==> config.mk <==
export PLATFORM = sky130hd
export DESIGN_NAME = pal_cfg_ctrl
export DESIGN_NICKNAME = d
export VERILOG_FILES = /design/src/rtl/pal_cfg_pkg.sv /design/src/rtl/pal_eval_core.sv /design/src/rtl/pal_cfg_ctrl.sv
export SDC_FILE = /design/constraint.sdc
export NUM_CORES = 1
export LEC_CHECK = 0
export ABC_AREA = 1
export ABC_CLOCK_PERIOD_IN_PS = 35500
export CELL_PAD_IN_SITES_DETAIL_PLACEMENT = 1
export CELL_PAD_IN_SITES_GLOBAL_PLACEMENT = 1
export CORE_MARGIN = 2
export CORE_UTILIZATION = 54
export CTS_BUF_LIST = sky130_fd_sc_hd__clkbuf_4 sky130_fd_sc_hd__clkbuf_8
export DETAILED_ROUTE_END_ITERATION = 12
export HOLD_SLACK_MARGIN = 0.08
export PLACE_DENSITY = 0.91
export REMOVE_ABC_BUFFERS = 1
export SLEW_MARGIN = 20
export SYNTH_ARGS = -nofsm -noshare
export SYNTH_HDL_FRONTEND = slang
export SYNTH_HIERARCHICAL = 1
export SYNTH_SLANG_ARGS = --single-unit
==> constraint.sdc <==
create_clock -name clk -period 35.5 [get_ports clk]
set_input_delay 5.325 -clock clk [delete_from_list [all_inputs] [get_ports clk]]
set_output_delay 5.325 -clock clk [all_outputs]
set_load 0.05 [all_outputs]
==> src/rtl/pal_cfg_pkg.sv <==
// rtl/pal_cfg_pkg.sv - PAL geometry, derived fuse-frame sizes and controller state encoding
package pal_cfg_pkg;

  localparam int N_IN  = 4;
  localparam int N_PT  = 15;
  localparam int N_OUT = 5;

  localparam int AND_BITS  = N_PT * 2 * N_IN;
  localparam int OR_BITS   = N_OUT * N_PT;
  localparam int FUSE_BITS = AND_BITS + OR_BITS;
  localparam int CNT_W     = $clog2(FUSE_BITS + 1);

  typedef enum logic [1:0] {
    ST_IDLE  = 2'd0,
    ST_LOAD  = 2'd1,
    ST_CHECK = 2'd2
  } state_t;

endpackage

==> src/rtl/pal_eval_core.sv <==
// rtl/pal_eval_core.sv - combinational AND/OR plane evaluation of the PAL
module pal_eval_core
  import pal_cfg_pkg::*;
(
  input  logic [AND_BITS-1:0] and_fuse,
  input  logic [OR_BITS-1:0]  or_fuse,
  input  logic [N_IN-1:0]     in_vec,
  output logic [N_OUT-1:0]    out_vec
);

  logic [2*N_IN-1:0] lits;
  logic [N_PT-1:0]   pt;

  for (genvar i = 0; i < N_IN; i++) begin : g_lit
    assign lits[2*i]   = in_vec[i];
    assign lits[2*i+1] = ~in_vec[i];
  end

  // A term with no literal selected is forced low rather than the empty-AND value of 1.
  for (genvar p = 0; p < N_PT; p++) begin : g_pt
    logic [2*N_IN-1:0] sel;
    assign sel   = and_fuse[p*2*N_IN +: 2*N_IN];
    assign pt[p] = (|sel) & (&(~sel | lits));
  end

  for (genvar j = 0; j < N_OUT; j++) begin : g_or
    assign out_vec[j] = |(or_fuse[j*N_PT +: N_PT] & pt);
  end

endmodule

==> src/rtl/pal_cfg_ctrl.sv <==
// rtl/pal_cfg_ctrl.sv - PAL fuse-bitstream loader with parity-gated commit and registered evaluation
module pal_cfg_ctrl
  import pal_cfg_pkg::*;
(
  input  logic             clk,
  input  logic             rst,
  input  logic             cfg_start,
  input  logic             cfg_valid,
  input  logic             cfg_bit,
  output logic             cfg_ready,
  input  logic             eval_valid,
  input  logic [N_IN-1:0]  in_vec,
  output logic [N_OUT-1:0] out_vec,
  output logic             out_valid,
  output logic             busy,
  output logic             configured,
  output logic             cfg_err
);

  localparam logic [CNT_W-1:0] LAST_IDX = CNT_W'(FUSE_BITS);

  state_t               state;
  logic [CNT_W-1:0]     cnt;
  logic                 parity;
  logic [FUSE_BITS-1:0] shadow;
  logic [FUSE_BITS-1:0] active;
  logic [N_OUT-1:0]     eval_out;

  // Frame bit k lands in shadow[k], so AND fuses sit low and OR fuses high.
  pal_eval_core u_core (
    .and_fuse (active[AND_BITS-1:0]),
    .or_fuse  (active[FUSE_BITS-1:AND_BITS]),
    .in_vec   (in_vec),
    .out_vec  (eval_out)
  );

  always_ff @(posedge clk or posedge rst) begin
    if (rst) begin
      state      <= ST_IDLE;
      cnt        <= '0;
      parity     <= 1'b0;
      shadow     <= '0;
      active     <= '0;
      configured <= 1'b0;
      cfg_err    <= 1'b0;
      cfg_ready  <= 1'b0;
      busy       <= 1'b0;
    end else begin
      case (state)
        ST_IDLE: begin
          if (cfg_start) begin
            state     <= ST_LOAD;
            cnt       <= '0;
            parity    <= 1'b0;
            cfg_err   <= 1'b0;
            cfg_ready <= 1'b1;
            busy      <= 1'b1;
          end
        end
        ST_LOAD: begin
          if (cfg_start) begin
            cnt    <= '0;
            parity <= 1'b0;
          end else if (cfg_valid) begin
            parity <= parity ^ cfg_bit;
            cnt    <= cnt + 1'b1;
            if (cnt == LAST_IDX) begin
              state     <= ST_CHECK;
              cfg_ready <= 1'b0;
            end else begin
              shadow[cnt] <= cfg_bit;
            end
          end
        end
        ST_CHECK: begin
          // parity already includes the parity bit, so a good frame leaves it at 0
          if (!parity) begin
            active     <= shadow;
            configured <= 1'b1;
          end else begin
            cfg_err <= 1'b1;
          end
          state <= ST_IDLE;
          busy  <= 1'b0;
        end
        default: begin
          state     <= ST_IDLE;
          cfg_ready <= 1'b0;
          busy      <= 1'b0;
        end
      endcase
    end
  end

  always_ff @(posedge clk or posedge rst) begin
    if (rst) begin
      out_vec   <= '0;
      out_valid <= 1'b0;
    end else begin
      out_valid <= eval_valid;
      if (eval_valid) begin
        out_vec <= eval_out;
      end
    end
  end

endmodule

Word level (Yosys, flattened, before mapping)
Index checks and enable logic that the tools add are counted.
- bitwise logic cells: 60
- reductions and logical operators: 46
- add/sub/neg operators: 1
- order comparisons: 2
- multiplexer cells: 24
- equality and inequality tests: 9
- operators by type and width (cell ; number):
    bitwise mux 195 bit ; 1
    inverter 8 bit ; 15
    OR 8 bit ; 15
    AND reduction 8 bit ; 15
    OR reduction 8 bit ; 15
    AND 15 bit ; 5
    OR reduction 15 bit ; 5
    2-to-1 mux 8 bit ; 3
    one-hot mux 8 bit (2 select lines) ; 1
    AND 1 bit ; 15
    inequality test 2 bit, second input constant ; 5
    < comparator 8 x 9 -> 1 bit, second input constant ; 1
    2-to-1 mux 1 bit ; 9
    inverter 1 bit ; 9
    adder 8 x 1 -> 8 bit, second input constant ; 1
    demux 1 bit (select 8 bit) ; 1
    == test 8 bit, second input constant ; 1
    >= comparator 8 x 1 -> 1 bit, second input constant ; 1
    2-to-1 mux 2 bit ; 4
    AND reduction 4 bit ; 2
    one-hot mux 1 bit (2 select lines) ; 3
    AND reduction 3 bit ; 2
    AND reduction 5 bit ; 1
    one-hot mux 2 bit (2 select lines) ; 1
    9 further kinds ; 11
- bits of input ports: 10
- logic and storage cells: 153
- output and inout port bits: 10
- register bits: 411

Longest topological paths before layout
Gate-level depths: netlist of the first run.
- depth after elaboration: 6
- depth in mapped cells: 13
- mapped depth without buffers: 11

By module
Netlist of the first run, hierarchy kept.
- by module, submodules not included (module ; area an instance (µm²) ; cells each ; sequential area each (µm²) ; instances):
    pal_cfg_ctrl ; 17964.7 ; 1869 ; 10284.9 ; 1
    pal_eval_core ; 2228.4 ; 526 ; 0.0 ; 1

Least setup slack after synthesis of the first run
OpenSTA, ideal clock, no wires.
- path kind: input port to flip-flop
- from: input port in_vec[3]
- to: register out_vec[0]
- buffers on the path: 2
- slack: 28971 ps
- required time: 35375 ps
- library setup time: 125 ps
- arrival: 6405 ps
- cell stages on the path: 13
- cells stage by stage: buf_6 -> inv_2 -> buf_6 -> nand2_1 -> nand2_1 -> nor2_2 -> nand3_2 -> nor2_1 -> nor2_1 -> nand2_1 -> nor2_1 -> nand2_1 -> mux2_2
- longest elaborated chain between the ends: 6
- ends and longest elaborated chain (what ; line ; text):
    start: declaration ; pal_cfg_ctrl.sv:12 ; input logic [N_IN-1:0] in_vec,
    inverter 1 bit ; pal_eval_core.sv:16 ; assign lits[2*i+1] = ~in_vec[i];
    OR 8 bit ; pal_eval_core.sv:23 ; assign pt[p] = (|sel) & (&(~sel | lits));
    AND reduction 8 bit ; pal_eval_core.sv:23 ;
    AND 1 bit ; pal_eval_core.sv:23 ;
    AND 15 bit * ; pal_eval_core.sv:27 ; assign out_vec[j] = |(or_fuse[j*N_PT +: N_PT] & pt);
    OR reduction 15 bit * ; pal_eval_core.sv:27 ;
    net eval_out[0] ; pal_cfg_ctrl.sv:27 ; logic [N_OUT-1:0] eval_out;
    end signal: assignment ; pal_cfg_ctrl.sv:102 ; out_vec <= eval_out;
    end: declaration ; pal_cfg_ctrl.sv:13 ; output logic [N_OUT-1:0] out_vec,
The timed path passes the listed nets; every way through them passes the cells marked *.
A chain may end at the register's enable or synchronous reset.

Worst setup path after layout of the first run
- from: input port cfg_start
- to: register shadow[75]
- longest elaborated chain between the ends: 2
- ends and longest elaborated chain (what ; line ; text):
    start: declaration ; pal_cfg_ctrl.sv:7 ; input logic cfg_start,
    inverter 1 bit (no line) ; n/a ;
    AND reduction 4 bit (no line) ; n/a ;
    end signal: indexed assignment ; pal_cfg_ctrl.sv:71 ; shadow[cnt] <= cfg_bit;
    end: declaration ; pal_cfg_ctrl.sv:25 ; logic [FUSE_BITS-1:0] shadow;
No other way between the ends.

==> metrics, run 1 <==
status=completed; Sink Count=411; Post-CTS Setup Inserts=0; WS Path Type=primary input to flop; fmax=0.126 GHz; CTS Hold Bufs=0; DRT iter0 DRCs=2346; Num CTS Buffers=72; Detailed Place HPWL=37900 um; CTS tree=done; GPL Wtd Cong=0.796; clk slew on worst S/H paths=0.07 ns; Core Area=36700 um^2; gr busiest metal=met2; Critical Path AT=8.55 ns; final core utilization=60.0%; initial antenna violation count=2; Worst Path Buf+Inv=3; Synth area leaders=dfrtp_1, nand2_1, mux2_2; Tot Pwr=0.00106 W; CP max stage cell=nor2_4; Worst setup endpoint=shadow[75]; met2 GRT Util=64.4%; # nets final=2374; Post-Syn Area=20200 um^2; gr usage total=40.3%; DP Area=20400 um^2; Die ar.=39000 um^2; CP peak stage delay=0.88 ns; final setup fails=0; Mapped Cells=2395; largest family of logic cells by synthesized area=simple AND/OR/NAND/NOR gates; met3 usage=9.17%; Clock Latency Late Sink=0.70 ns; FF-to-FF setup slack=30.97 ns; Worst Path Required=36.10 ns; Site Rows=70; DRC=0; Mean Syn Cell Area=8.43 um^2; leakage=11.0 nW; drt wl/cell=28.6 um; area delta synth->final=9.02%; global-route wire length before repair=119000 um; GR Util met1=46.9%; design area=22000 um^2; fin. max-slew vios=0; Yosys top cell area share=50.9%; Critical R2R Launch=cnt[3]; vias post-DR=19400; vias per cell=6.72; Starting Density=55.0%; die outline height=197 um; layout cells sized above 1=16.1%; cell accounting for the most synthesized area=dfrtp_1; Slew @ Worst Pin=1.37 ns; PortBufs=19; number of global-route vias before repair=20700; Post-synth EDFFs=0; die span in x=197 um; Stages on worst setup path=7; Synth Area in Simple Gates=31.6%; Hold Crit Class=flop to flop; Setup crit end kind=flop; R2R depth=7; Final Hold Viols=0; Adder-Cell Fraction of Synth Area=0.248%; Most common cell on crit path=nand3_1; max-cap viol count=0; Synth Area in Compound Gates=0.273%; VDD IR-drop max=0.0000313 V; synthesis-stage register bit count=411; CP top delay family=buffers and inverters; slew margin rel.=8.29%; Synth Flop Type=dfrtp_1; RSZ-0062 raised after global routing=no; crit path cell chain=clkdlybuf4s50_1, inv_1, nand3_1, nor2_4, buf_4, nand3_1, nand2_1; startpoint type of the worst setup path=primary input; final period utilization=22.4%; I/O pin count=20; Seq/Total Area, Yosys=50.9%; clk_skew=0.0438 ns; crit-path max FO=83; GR Overflow Total=0; antenna cell count=0; Worst Setup SP=cfg_start; Final ANT Viol Nets=0; Hold Path Cell Cnt=2; Yosys cell types=23; clk root buf=clkbuf_8; Post-Synth XOR/XNOR Area=0%; Synth top cells by count=nand2_1, nand3_1, dfrtp_1; reg2reg end=shadow[75]; synth warn=6; PostCTS Resize Cnt=0; Setup TNS=0 ns; Post-synth ARST share=100%; multiplexer share of the synthesized area=11.2%; PwrDens=48.3 nW/um^2; clock buffer depth=3; WL final=82200 um; count leader, synth=nand2_1; H-tree Lvls=3; largest net degree at the start of global routing=142; Tmin final=7.95 ns; DRT Pass-1 Iters=7
-- flip-flops by register name, summed over array words and instances, names as in the netlist --
| register | count |
|---|---|
| cfg_err | 1 |
| out_vec | 5 |
| cnt | 8 |
| parity | 1 |
| state | 2 |
| configured | 1 |
| cfg_ready | 1 |
| active | 195 |
| busy | 1 |
| out_valid | 1 |
| shadow | 195 |
-- power by group --
part | total, W | switching (W) | internal, W
logic | 0.0000830 | 0.0000714 | 0.0000115
clock network | 0.000503 | 0.000232 | 0.000272
registers | 0.000477 | 0.00000407 | 0.000472
total | 0.00106 | 0.000307 | 0.000756
-- cell families (layout without fill, tap and decap cells) --
kind of cell	count (synthesis)	in the layout
AND/OR/NAND/NOR	1512	1512
flip-flops	411	411
buffers and inverters	257	274
multiplexers	200	200
AO/OA/AOI/OAI	11	11
adder cells (fa/ha/maj)	4	4
-- routing by layer --
metal / vias up / share of wire [%]
met2: 1453 / 46
met3: 572 / 11
li1: 7659 / -
met4: 4 / 9.1
met5: - / 0.032
met1: 9664 / 35
-- final cells by class --
class                           instances  area (um^2)
Fill cell                            4257        14700
Sequential cell                       411        10300
Multi-Input combinational cell       1727         8780
Clock buffer                          119         1490
Tap cell                              468          586
Inverter                              108          420
Timing Repair Buffer                   40          382
Clock inverter                          7         65.1
-- worst min path at each step --
stage | slack (ns) | end | startpoint
after floorplan | 0.44 | shadow[100] | shadow[100]
after global placement | 0.45 | shadow[184] | shadow[184]
after detailed placement | 0.46 | shadow[105] | shadow[105]
after CTS | 0.48 | shadow[185] | shadow[185]
after global routing | 0.50 | shadow[141] | shadow[141]
final | 0.47 | configured | configured
-- worst register-to-register path: cells and delay by family, from the launching register on --
kind / cells / cell delay [ns]
simple gates: 6 / 2.90
buf+inv: 1 / 0.89
flops: 1 / 0.65
-- per-stage QoR --
| stage | instances | hold WS (ns) | setup slack [ns] |
|---|---|---|---|
| after global routing | 2880 | 0.497 | 27.29 |
| after floorplan | 2246 | 0.438 | 18.74 |
| after CTS | 2878 | 0.475 | 26.86 |
| after global placement | 2752 | 0.449 | 26.35 |
| final | 2880 | 0.470 | 27.55 |
| after detailed placement | 2752 | 0.455 | 26.25 |
-- placed cells by master (no fill, tap or decap) --
cell and n:
nor2_4 2, clkbuf_4 23, inv_1 100, nand2_4 1, nor2_1 385, buf_16 1
a21oi_1 5, ha_1 4, o21ai_0 5, nand3_1 437, and2_0 2, buf_12 1
mux2_2 200, inv_8 1, clkdlybuf4s50_1 18, nand3_2 11, dfrtp_1 411, nand2_1 635
inv_2 4, clkbuf_8 96, bufinv_16 1, nor2_2 12, clkinvlp_4 2, buf_4 19
clkinv_2 4, nor3_1 2, nand3_4 1, o21ai_1 1, inv_4 3, nand4_1 18
buf_6 1, nand2_2 6
No activity file was read; power rests on OpenSTA's default activity.
==> run 2, diff against run 1 <==
ABC_CLOCK_PERIOD_IN_PS = 8250   (was 35500)
CORE_UTILIZATION = 50   (was 54)
PLACE_DENSITY = 0.86   (was 0.91)
clock period = 8.25 ns   (was 35.5 ns; I/O delays follow)
==> run 2 against run 1 <==
Compared with the run above: count of clock-buffer cells in the layout shrank 9; critical endpoint is now shadow[111]; combinational power rose to 4.1 times the previous value; clock skew is 0.012 ns lower; setup slack worse by 23 ns; global-route usage down 8.5 points; critical path depth rose by 1; die area increased by 7.8%; design area fell by 0.22%; via count decreased by 9.9%; sequential cell count did not move.
==> metrics, run 2 (same netlist as run 1, synthesis figures left out) <==
status=completed; Slew @ Worst Pin=1.23 ns; CTS Hold Bufs=0; Tmin final=4.07 ns; clock buffer depth=3; max-cap viol count=0; clk_skew=0.0317 ns; crit-path max FO=85; Clock Latency Late Sink=0.60 ns; Hold Path Cell Cnt=2; VDD IR-drop max=0.000136 V; Sink Count=411; Die ar.=42000 um^2; commonest non-fill, non-tap cells in the layout=nand2_1, nand3_1, dfrtp_1, nor2_1, mux2_2; DRT Pass-1 Iters=5; clk slew on worst S/H paths=0.06 ns; Starting Density=50.7%; vias post-DR=17400; RSZ-0062 raised after global routing=no; most common cell after layout, fill and taps aside=nand2_1; Post-CTS Setup Inserts=0; Critical Path AT=4.58 ns; hold_sp=shadow[113]; WS Path Type=flop to flop; biggest regs=active: 195 flops, shadow: 195 flops, cnt: 8 flops; final period utilization=49.3%; Final ANT Viol Nets=0; DP Area=20500 um^2; Worst Path Required=8.77 ns; leakage=10.9 nW; I/O pin count=20; number of global-route vias before repair=19000; WHS Endpoint=shadow[113]; fin. max-slew vios=0; PortBufs=19; Setup crit end kind=flop; largest net degree at the start of global routing=173; PostCTS Resize Cnt=0; final setup fails=0; die span in x=205 um; Hold Crit Class=flop to flop; Detailed Place HPWL=37100 um; fmax=0.246 GHz; vias per cell=5.96; final setup margin=4.18 ns; area of the multi-input gates=8790 um^2; R2R depth=8; reg2reg end=shadow[111]; DRT iter0 DRCs=1309; Core Area=39800 um^2; Non-Filler Instances=2927; Num CTS Buffers=71; area delta synth->final=8.78%; dpl ws=4.12 ns; final core utilization=55.2%; antenna cell count=0; startpoint type of the worst setup path=flop; global-route wire length before repair=103000 um; FILL cells=4793; GPL Wtd Cong=0.789; PwrDens=197 nW/um^2; layout cells sized above 1=15.8%; die outline height=205 um; initial antenna violation count=0; gr usage total=31.8%; Site Rows=73; CTS tree=done; design area=22000 um^2; GR Overflow Total=0; clk root buf=clkbuf_8; H-tree Lvls=3; Critical R2R Launch=cnt[3]; placed instance count=2809; Final Hold Viols=0; register area=10300 um^2; slew margin rel.=17.7%; WL final=65200 um; DRC=0; FF-to-FF setup slack=4.18 ns; drt wl/cell=22.3 um; # nets final=2371
-- run 2: cell types whose count changed in the layout (fill, tap and decap cells not counted), moves of 2 or more --
cell	delta
buf_12	+2
buf_4	-3
clkbuf_8	-8
clkinv_2	+3
clkinvlp_4	-2
-- run 2: worst max-delay path, stage by stage, from the launching register on --
cell	delay, ns
dfrtp_1	0.61
nor2_1	0.17
nand2_1	0.89
nor2_1	0.25
nor2_4	0.16
buf_4	0.54
buf_4	0.89
nand3_1	0.25
nand2_1	0.17
-- run 2: power by group --
| part | internal (W) | total [W] | switching, W | leakage (nW) |
|---|---|---|---|---|
| clock network | 0.00108 | 0.00193 | 0.000846 | 0.775 |
| logic | 0.0000486 | 0.000340 | 0.000292 | 4.41 |
| registers | 0.00203 | 0.00205 | 0.0000147 | 5.73 |
| total | 0.00317 | 0.00432 | 0.00115 | 10.9 |
-- run 2: routing by layer --
metal / share of wire [%] / track usage (%)
met1: 40 / 38.5
met2: 49 / 53.9
met3: 5.8 / 5.77
met4: 5.3 / 16.8
met5: 0 / 0
-- run 2: layout make-up --
cell class                      instances  area share [%]
Tap cell                              525            2.99
Sequential cell                       411            46.8
Timing Repair Buffer                   38            1.69
Multi-Input combinational cell       1727            40.0
Clock buffer                          110            6.27
Inverter                              108            1.91
Clock inverter                          8           0.296
-- run 2: worst max-delay path by stage --
stage / startpoint / end / slack (ns) / cells past startpoint
floorplan: rst / active[0] / -4.42 / 1
global placement: cfg_start / shadow[59] / 4.24 / 8
detailed placement: cfg_start / shadow[98] / 4.12 / 8
CTS: cnt[0] / shadow[111] / 4.33 / 8
global route: cnt[3] / shadow[98] / 4.10 / 8
finish: cnt[3] / shadow[111] / 4.18 / 8
-- run 2: stage by stage --
stage | setup TNS, ns | hold WS (ns) | power (W)
detailed placement | 0 | 0.455 | 0.00242
CTS | 0 | 0.470 | 0.00433
global route | 0 | 0.486 | 0.00445
finish | 0 | 0.468 | 0.00432
global placement | 0 | 0.449 | 0.00241
floorplan | -1818.18 | 0.438 | 0.00225
==> run 3, diff against run 2 <==
ABC_CLOCK_PERIOD_IN_PS = 3700   (was 8250)
CORE_UTILIZATION = 45   (was 50)
PLACE_DENSITY = 0.82   (was 0.86)
clock period = 3.7 ns   (was 8.25 ns; I/O delays follow)
==> run 3 against run 2 <==
Compared with the run above: count of clock-buffer cells in the layout increased by 4; highest routed layer unchanged; critical endpoint is now shadow[170]; sequential cell count unchanged; core utilization decreased by 4.5 points; sequential share of layout area is 0.87 points lower; sequential power grew 120%; final cell count grew 3.2%; non-clock buffer count grew 23.
==> metrics, run 3 (same netlist as run 1, synthesis figures left out) <==
status=completed; crit-path max FO=60; biggest regs=active: 195 flops, shadow: 195 flops, cnt: 8 flops; Starting Density=45.7%; clk root buf=clkbuf_8; PwrDens=436 nW/um^2; Site Rows=77; Detailed Place HPWL=41300 um; CP max stage cell=nand2_4; CP peak stage delay=0.62 ns; vias per cell=5.82; Hold Crit Class=primary input to async pin; I/O pin count=20; Sink Count=411; initial antenna violation count=0; VDD IR-drop max=0.000266 V; PortBufs=19; final core utilization=50.6%; Tmin final=2.50 ns; area delta synth->final=10.8%; Final Hold Viols=0; # nets final=2396; largest net degree at the start of global routing=109; FILL cells=5267; gr usage total=29.7%; commonest non-fill, non-tap cells in the layout=nand2_1, nand3_1, dfrtp_1, nor2_1, mux2_2; slew margin rel.=18.8%; die outline height=216 um; layout cells sized above 1=16.6%; fin. max-slew vios=0; GPL Wtd Cong=0.847; placed instance count=2899; vias post-DR=17600; startpoint type of the worst setup path=flop; PostCTS Resize Cnt=0; number of global-route vias before repair=19400; CTS tree=done; Die ar.=46600 um^2; drt wl/cell=22.3 um; Most common cell on crit path=nand2_1; clk_skew=0.0165 ns; final period utilization=67.4%; Setup crit end kind=flop; RSZ-0062 raised after global routing=no; Clock Latency Late Sink=0.64 ns; Setup TNS=0 ns; Critical Path AT=3.02 ns; die span in x=216 um; global-route wire length before repair=108000 um; Core Area=44200 um^2; WS Path Type=flop to flop; leakage=11.1 nW; clk slew on worst S/H paths=0.06 ns; Slew @ Worst Pin=1.21 ns; DRT iter0 DRCs=1172; Final ANT Viol Nets=0; max-cap viol count=0; GR Overflow Total=0; DRT Pass-1 Iters=5; Hold WS=0.375 ns; final setup fails=0; crit path cell chain=inv_1, nand2_1, nor2_1, nand2_4, buf_4, nand3_1, nand2_1, nand2_1; DRC=0; Worst Path Required=4.22 ns; Post-CTS Setup Inserts=0; Tot Pwr=0.00977 W; WL final=67500 um; CTS Hold Bufs=0; Num CTS Buffers=73; Non-Filler Instances=3022; H-tree Lvls=3; clock buffer depth=3; most common cell after layout, fill and taps aside=nand2_1; fmax=0.401 GHz
## run 3: changes by cell type in the layout (fill, tap and decap cells not counted)
cell,change
clkbuf_4,+1
buf_12,+12
clkbuf_8,+3
buf_4,+11
diode_2,+1
nand2_4,+1
clkinvlp_4,+2
nand3_2,-3
nand3_1,+3
nand2_8,-1
bufinv_16,-1
clkinv_2,-1
## run 3: through the flow
stage,worst slack (ns),cell area (um^2)
2_1_floorplan,-8.29,19400
3_3_place_gp,0.870,20900
3_5_place_dp,0.797,20900
4_1_cts,1.23,22400
5_1_grt,1.01,22400
6_report,1.20,22400
## run 3: per-layer routing
metal | wire (um) | vias up | share of wire (%) | track usage (%)
li1 | - | 7715 | - | -
met1 | 27100 | 9056 | 40 | 36.3
met2 | 32500 | 609 | 48 | 49.8
met3 | 4510 | 193 | 6.7 | 5.60
met4 | 3420 | 0 | 5.1 | 15.8
met5 | 0 | - | 0 | 0
## run 3: critical path, delay by kind of cell, from the launching register on
kind / cells / cell delay [ns]
DFF: 1 / 0.60
and+or+nand+nor: 6 / 1.07
buffers and inverters: 2 / 0.67
## run 3: worst paths after layout
check	startpoint	end	slack [ns]	cells after the start
max	cnt[3]	shadow[170]	1.20	8
min	rst	configured	0.37	2
max reg2reg	cnt[3]	shadow[170]	1.20	8
min reg2reg	configured	configured	0.46	2
max in group asynchronous	rst	active[17]	2.31	3
min in group clk	configured	configured	0.46	2
## run 3: area by class of cell
class	instances	area, um^2	area share, %
antenna	1	2.50	0.0112
clock buffer	114	1430	6.37
clock inverter	8	45.0	0.201
inverter	108	420	1.88
multi-input combinational	1727	8770	39.2
sequential	411	10300	46.0
tap	592	741	3.31
timing repair buffer	61	694	3.10
## run 3: where the power goes
group | internal [W] | leakage [nW] | switching (W)
sequential | 0.00454 | 5.73 | 0.0000343
clock | 0.00243 | 0.784 | 0.00193
combinational | 0.000167 | 4.59 | 0.000672
